`src/rtl/pipe_pkg.sv`:
```
// Shared types and constants for the two-entry pipeline stage register.
// The state encoding doubles as the occupancy count.
package pipe_pkg;

   localparam int PIPE_DEPTH = 2;
   localparam int OCC_W      = $clog2(PIPE_DEPTH + 1);

   typedef enum logic [1:0] {
      EMPTY = 2'd0,
      ONE   = 2'd1,
      FULL  = 2'd2
   } pipe_state_t;

   function automatic logic [OCC_W-1:0] occ_of(input pipe_state_t s);
      logic [OCC_W-1:0] n;
      n = '0;
      case (s)
         EMPTY:   n = OCC_W'(0);
         ONE:     n = OCC_W'(1);
         FULL:    n = OCC_W'(2);
         default: n = '0;
      endcase
      return n;
   endfunction

endpackage

```
`src/rtl/reg_en.sv`:
```
// WIDTH-wide register with load enable and asynchronous active-low clear.
module reg_en #(
   parameter int WIDTH = 64
) (
   input  logic             clk,
   input  logic             reset,
   input  logic             en,
   input  logic [WIDTH-1:0] d,
   output logic [WIDTH-1:0] q
);

   always_ff @(posedge clk or negedge reset) begin
      if (!reset)  q <= '0;
      else if (en) q <= d;
   end

endmodule

```
`src/rtl/pipe_stage_reg.sv`:
```
// Two-entry skid pipeline stage: main drives out_data, skid absorbs one beat
// under backpressure so in_ready can be a pure function of registered state.
module pipe_stage_reg
   import pipe_pkg::*;
#(
   parameter int WIDTH    = 64,
   parameter bit FLUSH_EN = 1'b1
) (
   input  logic             clk,
   input  logic             reset,
   input  logic             in_valid,
   output logic             in_ready,
   input  logic [WIDTH-1:0] in_data,
   output logic             out_valid,
   input  logic             out_ready,
   output logic [WIDTH-1:0] out_data,
   input  logic             flush,
   output logic [1:0]       occupancy
);

   pipe_state_t      state, state_nxt;
   logic             accept, emit, kill;
   logic             main_en, skid_en, main_from_skid;
   logic [WIDTH-1:0] main_d, skid_q;

   // Status outputs come straight off the state register.
   assign in_ready  = (state != FULL);
   assign out_valid = (state != EMPTY);
   assign occupancy = 2'(occ_of(state));

   assign accept = in_valid && in_ready;
   assign emit   = out_valid && out_ready;
   assign kill   = FLUSH_EN && flush;

   always_ff @(posedge clk or negedge reset) begin
      if (!reset) state <= EMPTY;
      else        state <= state_nxt;
   end

   always_comb begin
      state_nxt = state;
      if (kill) begin
         state_nxt = EMPTY;
      end else begin
         case (state)
            EMPTY: if (accept) state_nxt = ONE;
            ONE: begin
               if (accept && !emit)      state_nxt = FULL;
               else if (!accept && emit) state_nxt = EMPTY;
            end
            FULL:    if (emit) state_nxt = ONE;
            default: state_nxt = EMPTY;
         endcase
      end
   end

   // Flush suppresses every load so squashed beats never touch the datapath.
   always_comb begin
      main_en        = 1'b0;
      skid_en        = 1'b0;
      main_from_skid = 1'b0;
      if (!kill) begin
         case (state)
            EMPTY: main_en = accept;
            ONE: begin
               if (accept && emit) main_en = 1'b1;
               else if (accept)    skid_en = 1'b1;
            end
            FULL: begin
               main_en        = emit;
               main_from_skid = emit;
            end
            default: ;
         endcase
      end
   end

   assign main_d = main_from_skid ? skid_q : in_data;

   reg_en #(.WIDTH(WIDTH)) u_main (
      .clk   (clk),
      .reset (reset),
      .en    (main_en),
      .d     (main_d),
      .q     (out_data)
   );

   reg_en #(.WIDTH(WIDTH)) u_skid (
      .clk   (clk),
      .reset (reset),
      .en    (skid_en),
      .d     (in_data),
      .q     (skid_q)
   );

endmodule

```
`config.mk`:
```
export PLATFORM = sky130hd
export DESIGN_NAME = pipe_stage_reg
export DESIGN_NICKNAME = d
export VERILOG_FILES = /design/src/rtl/pipe_pkg.sv /design/src/rtl/reg_en.sv /design/src/rtl/pipe_stage_reg.sv
export SDC_FILE = /design/constraint.sdc
export NUM_CORES = 1
export LEC_CHECK = 0
export BUFFER_PORTS_ARGS = -buffer_cell sky130_fd_sc_hd__buf_2
export CORE_MARGIN = 3
export CORE_UTILIZATION = 47
export CTS_CLUSTER_SIZE = 8
export DETAILED_ROUTE_END_ITERATION = 7
export GPL_ROUTABILITY_DRIVEN = 0
export GPL_TIMING_DRIVEN = 0
export HOLD_SLACK_MARGIN = 0.08
export PLACE_DENSITY = 0.67
export SETUP_SLACK_MARGIN = 0.5
export SLEW_MARGIN = 0
export SYNTH_ARGS = -nofsm -noshare
export SYNTH_HDL_FRONTEND = slang
export SYNTH_SLANG_ARGS = --single-unit
```
`constraint.sdc`:
```
create_clock -name clk -period 2.2 [get_ports clk]
set_input_delay 0.11 -clock clk [delete_from_list [all_inputs] [get_ports clk]]
set_output_delay 0.11 -clock clk [all_outputs]
set_load 0.1 [all_outputs]
```
Word level (Yosys, flattened, before mapping). Index checks and enable logic that the tools add are counted.

Bits in registers: 130. Bits in latches: 0. RAM bits: 0. ROM bits: 0. Input bits: 69. Output and inout port bits: 68. Word-level logic and storage cells: 36. Memories kept: 0.

$add $sub $neg: 0. $mul: 0. Div/mod/pow operators: 0. Order comparisons: 0. Equality and inequality tests: 6. Shifts and indexed selects: 0. Multiplexer cells: 17. Bitwise logic cells: 0. Reductions and logical operators: 10.

Operators by type and width (count): $mux W64 (1); $mux W2 (5); $mux W1 (8); $ne A3 B3 Y1 const B (2); $pmux W2 S3 (1); $logic_and A1 B1 Y1 (5); $ne A4 B4 Y1 const B (1); $pmux W2 S2 (1); $pmux W1 S3 (1); $reduce_and A3 Y1 (1); $eq A2 B1 Y1 const B (1); $eq A2 B2 Y1 const B (1); $logic_not A1 Y1 (2); $logic_not A2 Y1 (1); $ne A2 B2 Y1 const B (1); $reduce_bool A2 Y1 (1).

Depth between registers and ports, before layout. Gate-level depths: netlist of the first run.

Depth in word-level cells: 8. Gate-level depth with buffers: 6. Mapped depth without buffers: 4.

Modules after synthesis. A second synthesis of the first run with hierarchy kept.

Cells, all modules: 357. Area, all modules: 6586.3 µm².

By module, submodules not included: reg_en (instances 2, cells an instance 135, area an instance 2678.8 µm², sequential area each 1601.5 µm²); pipe_stage_reg (instances 1, cells an instance 87, area an instance 1228.7 µm², sequential area each 50.0 µm²).

Least setup slack after synthesis of the first run. No wires, ideal clock.

Path type: reg2reg. From: register state[1]. To: register u_skid.q[10]. Library setup time: 0.125 ns. Arrival time: 2.749 ns. Data required time: 2.075 ns. Path slack: -0.674 ns. Stages on the path, launching flop included: 5. Path buffers: 1. Period minus slack after synthesis: 2.874 ns. Path through: dfrtp_1 -> nor2_1 -> nand3_2 -> buf_2 -> mux2_2.

Word-level cells in the longest chain between the ends: 6. Elaborated cells between the ends (all ways): 10. Those cells by class: 2 x eq/ne; 4 x mux; 4 x reduce/logical.

RTL lines: start: declaration (line pipe_stage_reg.sv:21) `pipe_state_t state, state_nxt;`; start signal: assignment (line pipe_stage_reg.sv:37) `else state <= state_nxt;`; $ne A2 B2 Y1 / $reduce_bool A2 Y1 (equally long branches) (line pipe_stage_reg.sv:27, pipe_stage_reg.sv:28); $logic_and A1 B1 Y1, on equally long branches (line pipe_stage_reg.sv:31, pipe_stage_reg.sv:32); $mux W1 / $logic_and A1 B1 Y1 (equally long branches) (line pipe_stage_reg.sv:67, pipe_stage_reg.sv:66); $mux W1 (line pipe_stage_reg.sv:66) `if (accept && emit) main_en = 1'b1;`; $mux W1 * (line pipe_stage_reg.sv:63) `case (state)`; $mux W1 * (line pipe_stage_reg.sv:62) `if (!kill) begin`; end signal: assignment (line reg_en.sv:13) `if (!reset) q <= '0;`; end signal: assignment (line reg_en.sv:14) `else if (en) q <= d;`; end: declaration (line reg_en.sv:9) `output logic [WIDTH-1:0] q`.

Every way passes the cells marked *; elsewhere a longest branch is shown, timed or not. A chain may end at the register's enable or synchronous reset.

Final worst setup path of the first run.
From: register state[0]. To: register u_main.q[44].

Word-level cells in the longest chain between the ends: 6. Elaborated cells between the ends (all ways): 14. Those cells by class: 3 x eq/ne; 6 x mux; 5 x reduce/logical.

RTL lines (line): $ne A2 B2 Y1 / $reduce_bool A2 Y1 (equally long branches) (pipe_stage_reg.sv:27, pipe_stage_reg.sv:28); $logic_and A1 B1 Y1, on equally long branches (pipe_stage_reg.sv:31, pipe_stage_reg.sv:32); $logic_and A1 B1 Y1 (pipe_stage_reg.sv:66); $mux W1 (pipe_stage_reg.sv:66); $pmux W1 S3 (pipe_stage_reg.sv:63); $mux W1 (pipe_stage_reg.sv:62); end signal: assignment (reg_en.sv:13); end signal: assignment (reg_en.sv:14); end: declaration (reg_en.sv:9).

Parallel ways exist; a longest one is shown, timed or not.

==> flow_summary.toml, run 1 <==
[run_status]
run_status = "finished clean"

[min_path]
holdCritPathClass = "primary input to flop"
hold-path-cell-count = 3
worst_hold_path.endpoint = "state[1]$_DFFE_PN0P_"
min-delay-start = "out_ready"

[clocking]
cts-root-to-sink-buffers = 2
cts.sinks = 130
root_buffer = "clkbuf_16"
clk_latency_ps = 410
num_cts_buffers = 17
cts_tree = "built"
h-tree-depth = 4
clkTransAtPathRegs_ps = 50

[finish]
antenna-diode-count = 0
multi_input_area_um2 = 2640
most-common-layout-cells = "buf_2, dfrtp_1, mux2_2"
layout.filler_cells = 794
layoutNonFillerInstCount = 758
commonest_non_fill_non_tap_cell_in_the_layout = "buf_2"
drive_gt1_share_pct = 65.2
area.growth.synth_to_final_pct = 50.7
seqCellArea_um2 = 3250
fin_nets = 671
finish.utilization_pct = 73.8

[synthesis]
synthXorXnorAreaFrac_pct = 0
synthMuxAreaShare_pct = 38.0
syn-num-nets = 429
yosys.cell_types.count = 20
synth_area_per_cell_um2 = 15.8
synth-seq-cells = 130
synth_compound_area_share_pct = 0.902
synth-seq-area-share_pct = 57.2
synth_area_um2 = 5690
post_synthesis_share_of_cell_area_spent_on_full_adders_half_adders_and_majority_gates_pct = 0
post_synthesis_cells = 360
dominant_combinational_cell_family_by_area_after_synthesis = "multiplexers"
synthSimpleGateAreaFrac_pct = 1.28
yosys_warnings = 0

[route]
routed-via-count = 3834
drt_drc_violations_left = 0
viasPerCell = 5.06
avgRoutedWirePerCell_um = 18.0
ant_nets = 0
drt_pass1_iterations = 4
postRouteWirelength_um = 13600
dr.first_iter.drc_count = 125

[setup_path]
cp_top_family = "multiplexers"
timing_worst_setup_path_type = "flop to flop"
critical_path.max_stage_delay_ps = 380
critPathRequiredTime_ps = 2490
cp-start-kind = "flop"
reg2reg_depth = 7
reg2reg_from = "state[0]$_DFFE_PN0P_"
critPathBufInv = 3
crit_fanout = 6
cp_slowest_cell = "dfrtp_1"
rrSetupSlack_ps = 370
crit_chain = "nand2b_4, nor3b_2, buf_6, buf_6, buf_8, mux2_4, mux2_4"
worstReg2RegEnd = "u_main.q[44]$_DFFE_PN0P_"
worstPathArrival_ps = 2120
critPathCaptureType = "flop"

[timing]
max_slew_margin_pct = 66.4
unrepaired_setup_endpoints_after_global_routing = "yes"
setup_violations = 0
setup_tns_ps = 0
tightest_slew_ps = 508
max_freq_ghz = 0.546
fin_skew_ps = 4.18
maxSlewViolCount = 0
fin_crit_ps = 1830
timing.final.hold_violations = 0
final_min_period_over_clock_period_pct = 83.2
fin_worst_hold_slack_ps = 122

[global_routing]
gr_overflow_total = 0
grt_start_max_net_pins = 82
grt_util_all_layers_pct = 19.9
antenna_found_initial = 0
grt_pass1_vias = 4100
grt_first_pass_wirelength_um = 20400

[placement]
place_hpwl_um = 7990
numPortBuffers = 136
placed_cells_incl_taps = 640

[die]
die_y_um = 116
start_util_pct = 49.0
core_um2 = 11600
fp.dieArea_um2 = 13500
io_pins = 137
core.rowCount = 39
floorplan.die.width_um = 116

[power]
power_density_nw_per_um2 = 1070
irDropWorstVdd_mv = 0.647
report.power.total_w = 0.00920
p_leak_nw = 4.07

[job]
max_cap_viol_count = 0
==> cell usage after synthesis (all sizes together) <==
| master | count | area share, % |
|---|---|---|
| o21ai | 1 | 0.15 |
| nor3b | 2 | 0.35 |
| or2 | 1 | 0.11 |
| and2b | 1 | 0.13 |
| nand3 | 2 | 0.26 |
| nand2 | 1 | 0.066 |
| inv | 2 | 0.13 |
| o22a | 1 | 0.15 |
| nor2 | 3 | 0.20 |
| a21oi | 3 | 0.46 |
| dfrtp | 130 | 57 |
| mux2 | 192 | 38 |
| a21boi | 1 | 0.13 |
| buf | 19 | 2.4 |
| nand2b | 1 | 0.15 |
==> flip-flops by register name, summed over array words and instances (netlist names) <==
name and count:
state 2, u_main.q 64, u_skid.q 64
==> worst reg2reg max path: cells and delay by family, from the launching register on <==
kind	cells	cell delay [ps]
DFF	1	380
and+or+nand+nor	2	340
muxes	2	560
buffers and inverters	3	440
==> cell families (layout without fill, tap and decap cells) <==
family,count (synthesis),count (layout)
flops,130,130
compound gates,6,6
buf+inv,21,276
mux,192,192
simple gates,11,11
==> worst max-delay path by stage <==
| stage | start | to | slack (ps) | cells past startpoint |
|---|---|---|---|---|
| finish | state[0]$_DFFE_PN0P_ | u_main.q[44]$_DFFE_PN0P_ | 370 | 7 |
| global route | state[0]$_DFFE_PN0P_ | u_main.q[47]$_DFFE_PN0P_ | 290 | 7 |
| CTS | state[0]$_DFFE_PN0P_ | u_main.q[4]$_DFFE_PN0P_ | 360 | 7 |
| detailed placement | state[1]$_DFFE_PN0P_ | u_main.q[47]$_DFFE_PN0P_ | 180 | 5 |
| global placement | reset | state[1]$_DFFE_PN0P_ | -910 | 1 |
| floorplan | state[0]$_DFFE_PN0P_ | u_main.q[16]$_DFFE_PN0P_ | 270 | 6 |
==> metal layers <==
metal  up-vias  GRT usage (%)  part of all wire [%]
li1       1779              -                     -
met1      1953           24.0                    43
met2        86           33.6                    50
met3        16           6.06                   4.9
met4         0           7.19                   1.5
met5         -              0                     0
==> cell type report <==
cell class / count / share of cell area, %
buffer: 19 / 2.94
clock buffer: 28 / 6.15
clock inverter: 4 / 0.526
inverter: 2 / 0.0876
multi-input combinational: 209 / 30.9
sequential: 130 / 38.0
tap: 143 / 2.09
timing repair buffer: 223 / 19.4
==> power breakdown <==
group          total, W  internal, W  switching (W)
Combinational   0.00322     0.000947        0.00228
Clock           0.00269      0.00173       0.000959
Sequential      0.00328      0.00298       0.000306
==> what timing repair did <==
action | CTS | global route
hold buffers | 67 | 0
buffers inserted | 13 | 1
setup endpoints to repair | 61 | 67
gates cloned | 2 | 3
hold endpoints to repair | 177 | 0
pin swaps | 2 | 1
resized for setup | 39 | 85
==> stage by stage <==
stage               instance area [um^2]  setup WS [ps]
finish                              8570            370
detailed placement                  6650            184
global placement                    6620           -908
floorplan                           5760            274
global route                        8570            287
CTS                                 8180            359
No activity file was read; power rests on OpenSTA's default activity.
==> inputs of run 2 (changes only) <==
clock period = 1.8 ns   (was 2.2 ns; I/O delays follow)
==> run 2 against run 1 <==
The flow now finishes with violations (negative setup slack). Die area unchanged. Cell count increased by 1.6%. Sequential share of layout area shrank 2.1 points. Core utilization up 4.3 points.
==> flow_summary.toml, run 2 (synthesis gave the netlist of run 1 again) <==
[run_status]
run_status = "finished with violations"
violated_checks = "negative setup slack"

[finish]
final_cell_area_um2 = 9060
area.growth.synth_to_final_pct = 59.4
most-common-layout-cells = "dfrtp_1, mux2_4, mux2_2"
drive_gt1_share_pct = 64.6
finish.utilization_pct = 78.1
antenna-diode-count = 0
fin_nets = 683
commonest_non_fill_non_tap_cell_in_the_layout = "dfrtp_1"
top_regs = "u_main.q: 64 flops, u_skid.q: 64 flops, state: 2 flops"

[route]
viasPerCell = 5.17
postRouteWirelength_um = 15000
drt_pass1_iterations = 4
avgRoutedWirePerCell_um = 19.5
ant_nets = 0
dr.first_iter.drc_count = 209
routed-via-count = 3982
drt_drc_violations_left = 0

[placement]
post-place-ws_ps = -215
placed_area_um2 = 6650
place_hpwl_um = 7990
numPortBuffers = 136

[clocking]
h-tree-depth = 4
num_cts_buffers = 17
cts_tree = "built"
cts-root-to-sink-buffers = 2
clkTransAtPathRegs_ps = 50
clk_latency_ps = 410
cts.sinks = 130
root_buffer = "clkbuf_16"

[job]
max_cap_viol_count = 0

[die]
die_y_um = 116
core.rowCount = 39
fp.dieArea_um2 = 13500
floorplan.die.width_um = 116
io_pins = 137
start_util_pct = 49.0
core_um2 = 11600

[global_routing]
grtUsageMet2_pct = 36.6
grt_most_used_layer = "met2"
grt_util_all_layers_pct = 22.0
gr-usage-met1_pct = 28.0
grt_pass1_vias = 4401
gr_overflow_total = 0
grt_first_pass_wirelength_um = 22800
grt_start_max_net_pins = 82
routing_usage_on_met3_pct = 6.01
antenna_found_initial = 0

[timing]
worst_slack_ps = -48.0
max_slew_margin_pct = 67.7
final_min_period_over_clock_period_pct = 103
setup_violations = 38
fin_skew_ps = 4.99
max_freq_ghz = 0.541
tightest_slew_ps = 485
maxSlewViolCount = 0
fin_crit_ps = 1850
timing.final.hold_violations = 0
setup_tns_ps = -714
unrepaired_setup_endpoints_after_global_routing = "yes"

[power]
power.switching_w = 0.00445
p_leak_nw = 4.40
power.switching_fraction_pct = 38.0
clockPowerShare_pct = 28.3
power_density_nw_per_um2 = 1290
seq_power_share_pct = 34.6
cell_internal_pwr_w = 0.00725
report.power.total_w = 0.0117
comb_power_share_pct = 37.1
irDropWorstVdd_mv = 1.20

[setup_path]
timing_worst_setup_path_type = "flop to flop"
crit_fanout = 10
worstPathArrival_ps = 2150
cp-start-kind = "flop"
critPathRequiredTime_ps = 2100
critPathCaptureType = "flop"

[min_path]
holdCritPathClass = "primary input to flop"
[run 2: changes by cell type in the layout (fill, tap and decap cells not counted), sizes merged]
cell	before	now
clkbuf	32	69
buf	171	145
nand3	2	3
[run 2: cell type report]
| cell class | instances | area, um^2 |
|---|---|---|
| timing repair buffer | 234 | 2050 |
| buffer | 19 | 268 |
| multi-input combinational | 210 | 2730 |
| clock inverter | 4 | 45.0 |
| inverter | 2 | 12.5 |
| sequential | 130 | 3250 |
| fill | 684 | 2550 |
| tap | 143 | 179 |
| clock buffer | 28 | 527 |
[run 2: worst max-delay path: stages, from the launching register on]
cell      delay, ps
dfrtp_1         380
nand2b_4        160
nor3b_4         210
buf_6           210
buf_8           160
mux2_1          340
mux2_2          270
[run 2: worst paths after layout]
check,start,to,slack (ps),cells past startpoint
setup / recovery,state[0]$_DFFE_PN0P_,u_main.q[20]$_DFFE_PN0P_,-50,6
max in group asynchronous,reset,u_main.q[38]$_DFFE_PN0P_,840,3
min in group asynchronous,reset,u_main.q[5]$_DFFE_PN0P_,200,2
hold reg to reg,u_main.q[23]$_DFFE_PN0P_,u_main.q[23]$_DFFE_PN0P_,500,1
setup reg to reg,state[0]$_DFFE_PN0P_,u_main.q[20]$_DFFE_PN0P_,-50,6
hold / removal,flush,state[1]$_DFFE_PN0P_,180,3
[run 2: through the flow]
stage / std cells / hold WS (ps)
floorplan: 360 / -206
global placement: 639 / 334
detailed placement: 640 / 62.1
CTS: 764 / 140
global route: 770 / 192
finish: 770 / 178
[run 2: repair_timing]
item                                    in CTS  in global routing
gates cloned                                 9                  0
endpoints found under the hold margin      179                  0
endpoints found under the setup margin     147                174
buffers inserted                            16                  6
hold buffers                                67                  0
pin swaps                                    4                  4
resized for setup                          139                 87
[run 2: power groups by stage]
stage	sequential [W]	clock (W)	combinational, W
after global placement	0.00397	0	0.00356
after floorplan	0.00608	0	0.000849
after CTS	0.00399	0.00332	0.00414
final	0.00405	0.00331	0.00435
after detailed placement	0.00402	0	0.00363
after global routing	0.00414	0.00349	0.00450
[run 2: metal layers]
metal / vias up / part of all wire [%]
met5: - / 0
met4: 0 / 1.5
met3: 20 / 4.8
met2: 110 / 51
met1: 2042 / 42
li1: 1810 / -
==> inputs of run 3 (changes only) <==
CTS_BUF_LIST = sky130_fd_sc_hd__clkbuf_8   (was not set)
==> run 3 against run 2 <==
The flow still finishes with violations (negative setup slack). Routed wire length up 1.6%. Fmax down 0.23%. Combinational power about the same.
==> flow_summary.toml, run 3 (synthesis gave the netlist of run 1 again) <==
[global_routing]
gr_overflow_total = 0
antenna_found_initial = 0
grt_pass1_vias = 4311
grt_first_pass_wirelength_um = 21900
grt_start_max_net_pins = 82
grt_util_all_layers_pct = 21.1

[timing]
final_min_period_over_clock_period_pct = 103
max_slew_margin_pct = 68.1
worst_slack_ps = -52.3
fin_crit_ps = 1850
maxSlewViolCount = 0
unrepaired_setup_endpoints_after_global_routing = "yes"
tightest_slew_ps = 479
timing.final.hold_violations = 0
fin_skew_ps = 8.73
max_freq_ghz = 0.540
setup_violations = 60

[finish]
top_regs = "u_main.q: 64 flops, u_skid.q: 64 flops, state: 2 flops"
drive_gt1_share_pct = 67.2
layout.filler_cells = 673
multi_input_area_um2 = 2740
most-common-layout-cells = "dfrtp_1, mux2_4, mux2_2"
finish.utilization_pct = 79.5
commonest_non_fill_non_tap_cell_in_the_layout = "dfrtp_1"
antenna-diode-count = 0
fin_nets = 697
seqCellArea_um2 = 3250
area.growth.synth_to_final_pct = 62.3

[placement]
post-place-ws_ps = -215
numPortBuffers = 136
place_hpwl_um = 7990

[power]
seq_power_share_pct = 37.8
clockPowerShare_pct = 21.8
comb_power_share_pct = 40.4
irDropWorstVdd_mv = 0.938
power.switching_fraction_pct = 40.2
report.power.total_w = 0.0107
p_leak_nw = 4.41
cell_internal_pwr_w = 0.00640
power.switching_w = 0.00431
power_density_nw_per_um2 = 1160

[setup_path]
worstPathArrival_ps = 2160
cp-start-kind = "flop"
critical_path.max_stage_delay_ps = 380
worst_path_most_repeated_cell = "buf_6"
timing_worst_setup_path_type = "flop to flop"
cp_slowest_cell = "dfrtp_2"
crit_chain = "buf_6, nand2b_4, nor3b_2, buf_6, buf_6, buf_12, mux2_2, mux2_2"
crit_fanout = 6
critPathRequiredTime_ps = 2110
critPathCaptureType = "flop"

[die]
io_pins = 137
die_y_um = 116
fp.dieArea_um2 = 13500
core_um2 = 11600
floorplan.die.width_um = 116
start_util_pct = 49.0
core.rowCount = 39

[route]
drt_drc_violations_left = 0
avgRoutedWirePerCell_um = 19.5
ant_nets = 0
viasPerCell = 5.18
postRouteWirelength_um = 15300
routed-via-count = 4059
dr.first_iter.drc_count = 222
drt_pass1_iterations = 4

[clocking]
num_cts_buffers = 17
cts_tree = "built"
clk_latency_ps = 430
cts-root-to-sink-buffers = 2
root_buffer = "clkbuf_8"
h-tree-depth = 4
cts.sinks = 130
clkTransAtPathRegs_ps = 70

[run_status]
run_status = "finished with violations"
violated_checks = "negative setup slack"

[min_path]
holdCritPathClass = "primary input to flop"

[job]
max_cap_viol_count = 0
==> run 3: cell count changes in the layout (fill, tap and decap cells not counted), moves of 3 or more <==
| cell | before | now |
|---|---|---|
| mux2_1 | 12 | 1 |
| clkbuf_8 | 6 | 23 |
| buf_2 | 74 | 67 |
| inv_1 | 0 | 5 |
| buf_4 | 28 | 72 |
| clkbuf_16 | 17 | 8 |
| buf_12 | 13 | 16 |
| mux2_4 | 105 | 108 |
| clkbuf_1 | 5 | 0 |
| clkbuf_4 | 41 | 0 |
| buf_6 | 14 | 18 |
| buf_8 | 8 | 11 |
| mux2_2 | 75 | 83 |
==> run 3: final timing paths <==
check	slack [ps]	end	start	depth (start not counted)
setup / recovery	-50	u_main.q[11]$_DFFE_PN0P_	state[1]$_DFFE_PN0P_	8
hold / removal	140	state[1]$_DFFE_PN0P_	flush	3
setup reg to reg	-50	u_main.q[11]$_DFFE_PN0P_	state[1]$_DFFE_PN0P_	8
hold reg to reg	510	u_skid.q[26]$_DFFE_PN0P_	u_skid.q[26]$_DFFE_PN0P_	1
max in group asynchronous	870	state[1]$_DFFE_PN0P_	reset	3
min in group asynchronous	180	u_skid.q[5]$_DFFE_PN0P_	reset	2
==> run 3: worst max-delay path: cells and delay by family, from the launching register on <==
kind,cells,cell delay [ps]
flops,1,380
mux,2,610
buf+inv,4,520
simple gates,2,240
==> run 3: final cells by class <==
class,instances,share of cell area [%]
flip-flops and latches,130,35.3
multi-input cells,210,29.7
repair buffers,248,25.3
plain buffers,19,3.54
clock buffers,23,3.43
well taps,143,1.94
clock inverters,9,0.691
inverters,2,0.136
==> run 3: what timing repair did <==
item                                   CTS  global route
pin swaps                                3             5
hold buffers                            67             0
endpoints found under the hold margin  260             0
gates cloned                             8             8
setup buffers                           24             5
gates resized for setup                164            97
setup endpoints to repair              196           133
==> run 3: routing by layer <==
| metal | track usage [%] | up-vias | wire [um] |
|---|---|---|---|
| li1 | - | 1837 | - |
| met1 | 26.4 | 2110 | 6420 |
| met2 | 35.8 | 101 | 7990 |
| met3 | 6.32 | 11 | 723 |
| met4 | 6.03 | 0 | 144 |
| met5 | 0 | - | 0 |
==> run 3: through the flow <==
| step | hold slack, ps | instance area (um^2) | TNS, ps | cells |
|---|---|---|---|---|
| final | 136 | 9230 | -1460 | 784 |
| after global routing | 125 | 9230 | -5130 | 784 |
| after CTS | 93.7 | 8630 | -1020 | 771 |
| after detailed placement | 62.1 | 6650 | -11550 | 640 |
| after global placement | 334 | 6620 | -146620 | 639 |
| after floorplan | -206 | 5760 | -10020 | 360 |
==> run 3: power groups by stage <==
| stage | registers [W] | clock network (W) | logic, W |
|---|---|---|---|
| 5_1_grt | 0.00413 | 0.00252 | 0.00450 |
| 4_1_cts | 0.00399 | 0.00238 | 0.00411 |
| 3_3_place_gp | 0.00397 | 0 | 0.00356 |
| 3_5_place_dp | 0.00402 | 0 | 0.00363 |
| 2_1_floorplan | 0.00608 | 0 | 0.000849 |
| 6_report | 0.00405 | 0.00233 | 0.00433 |
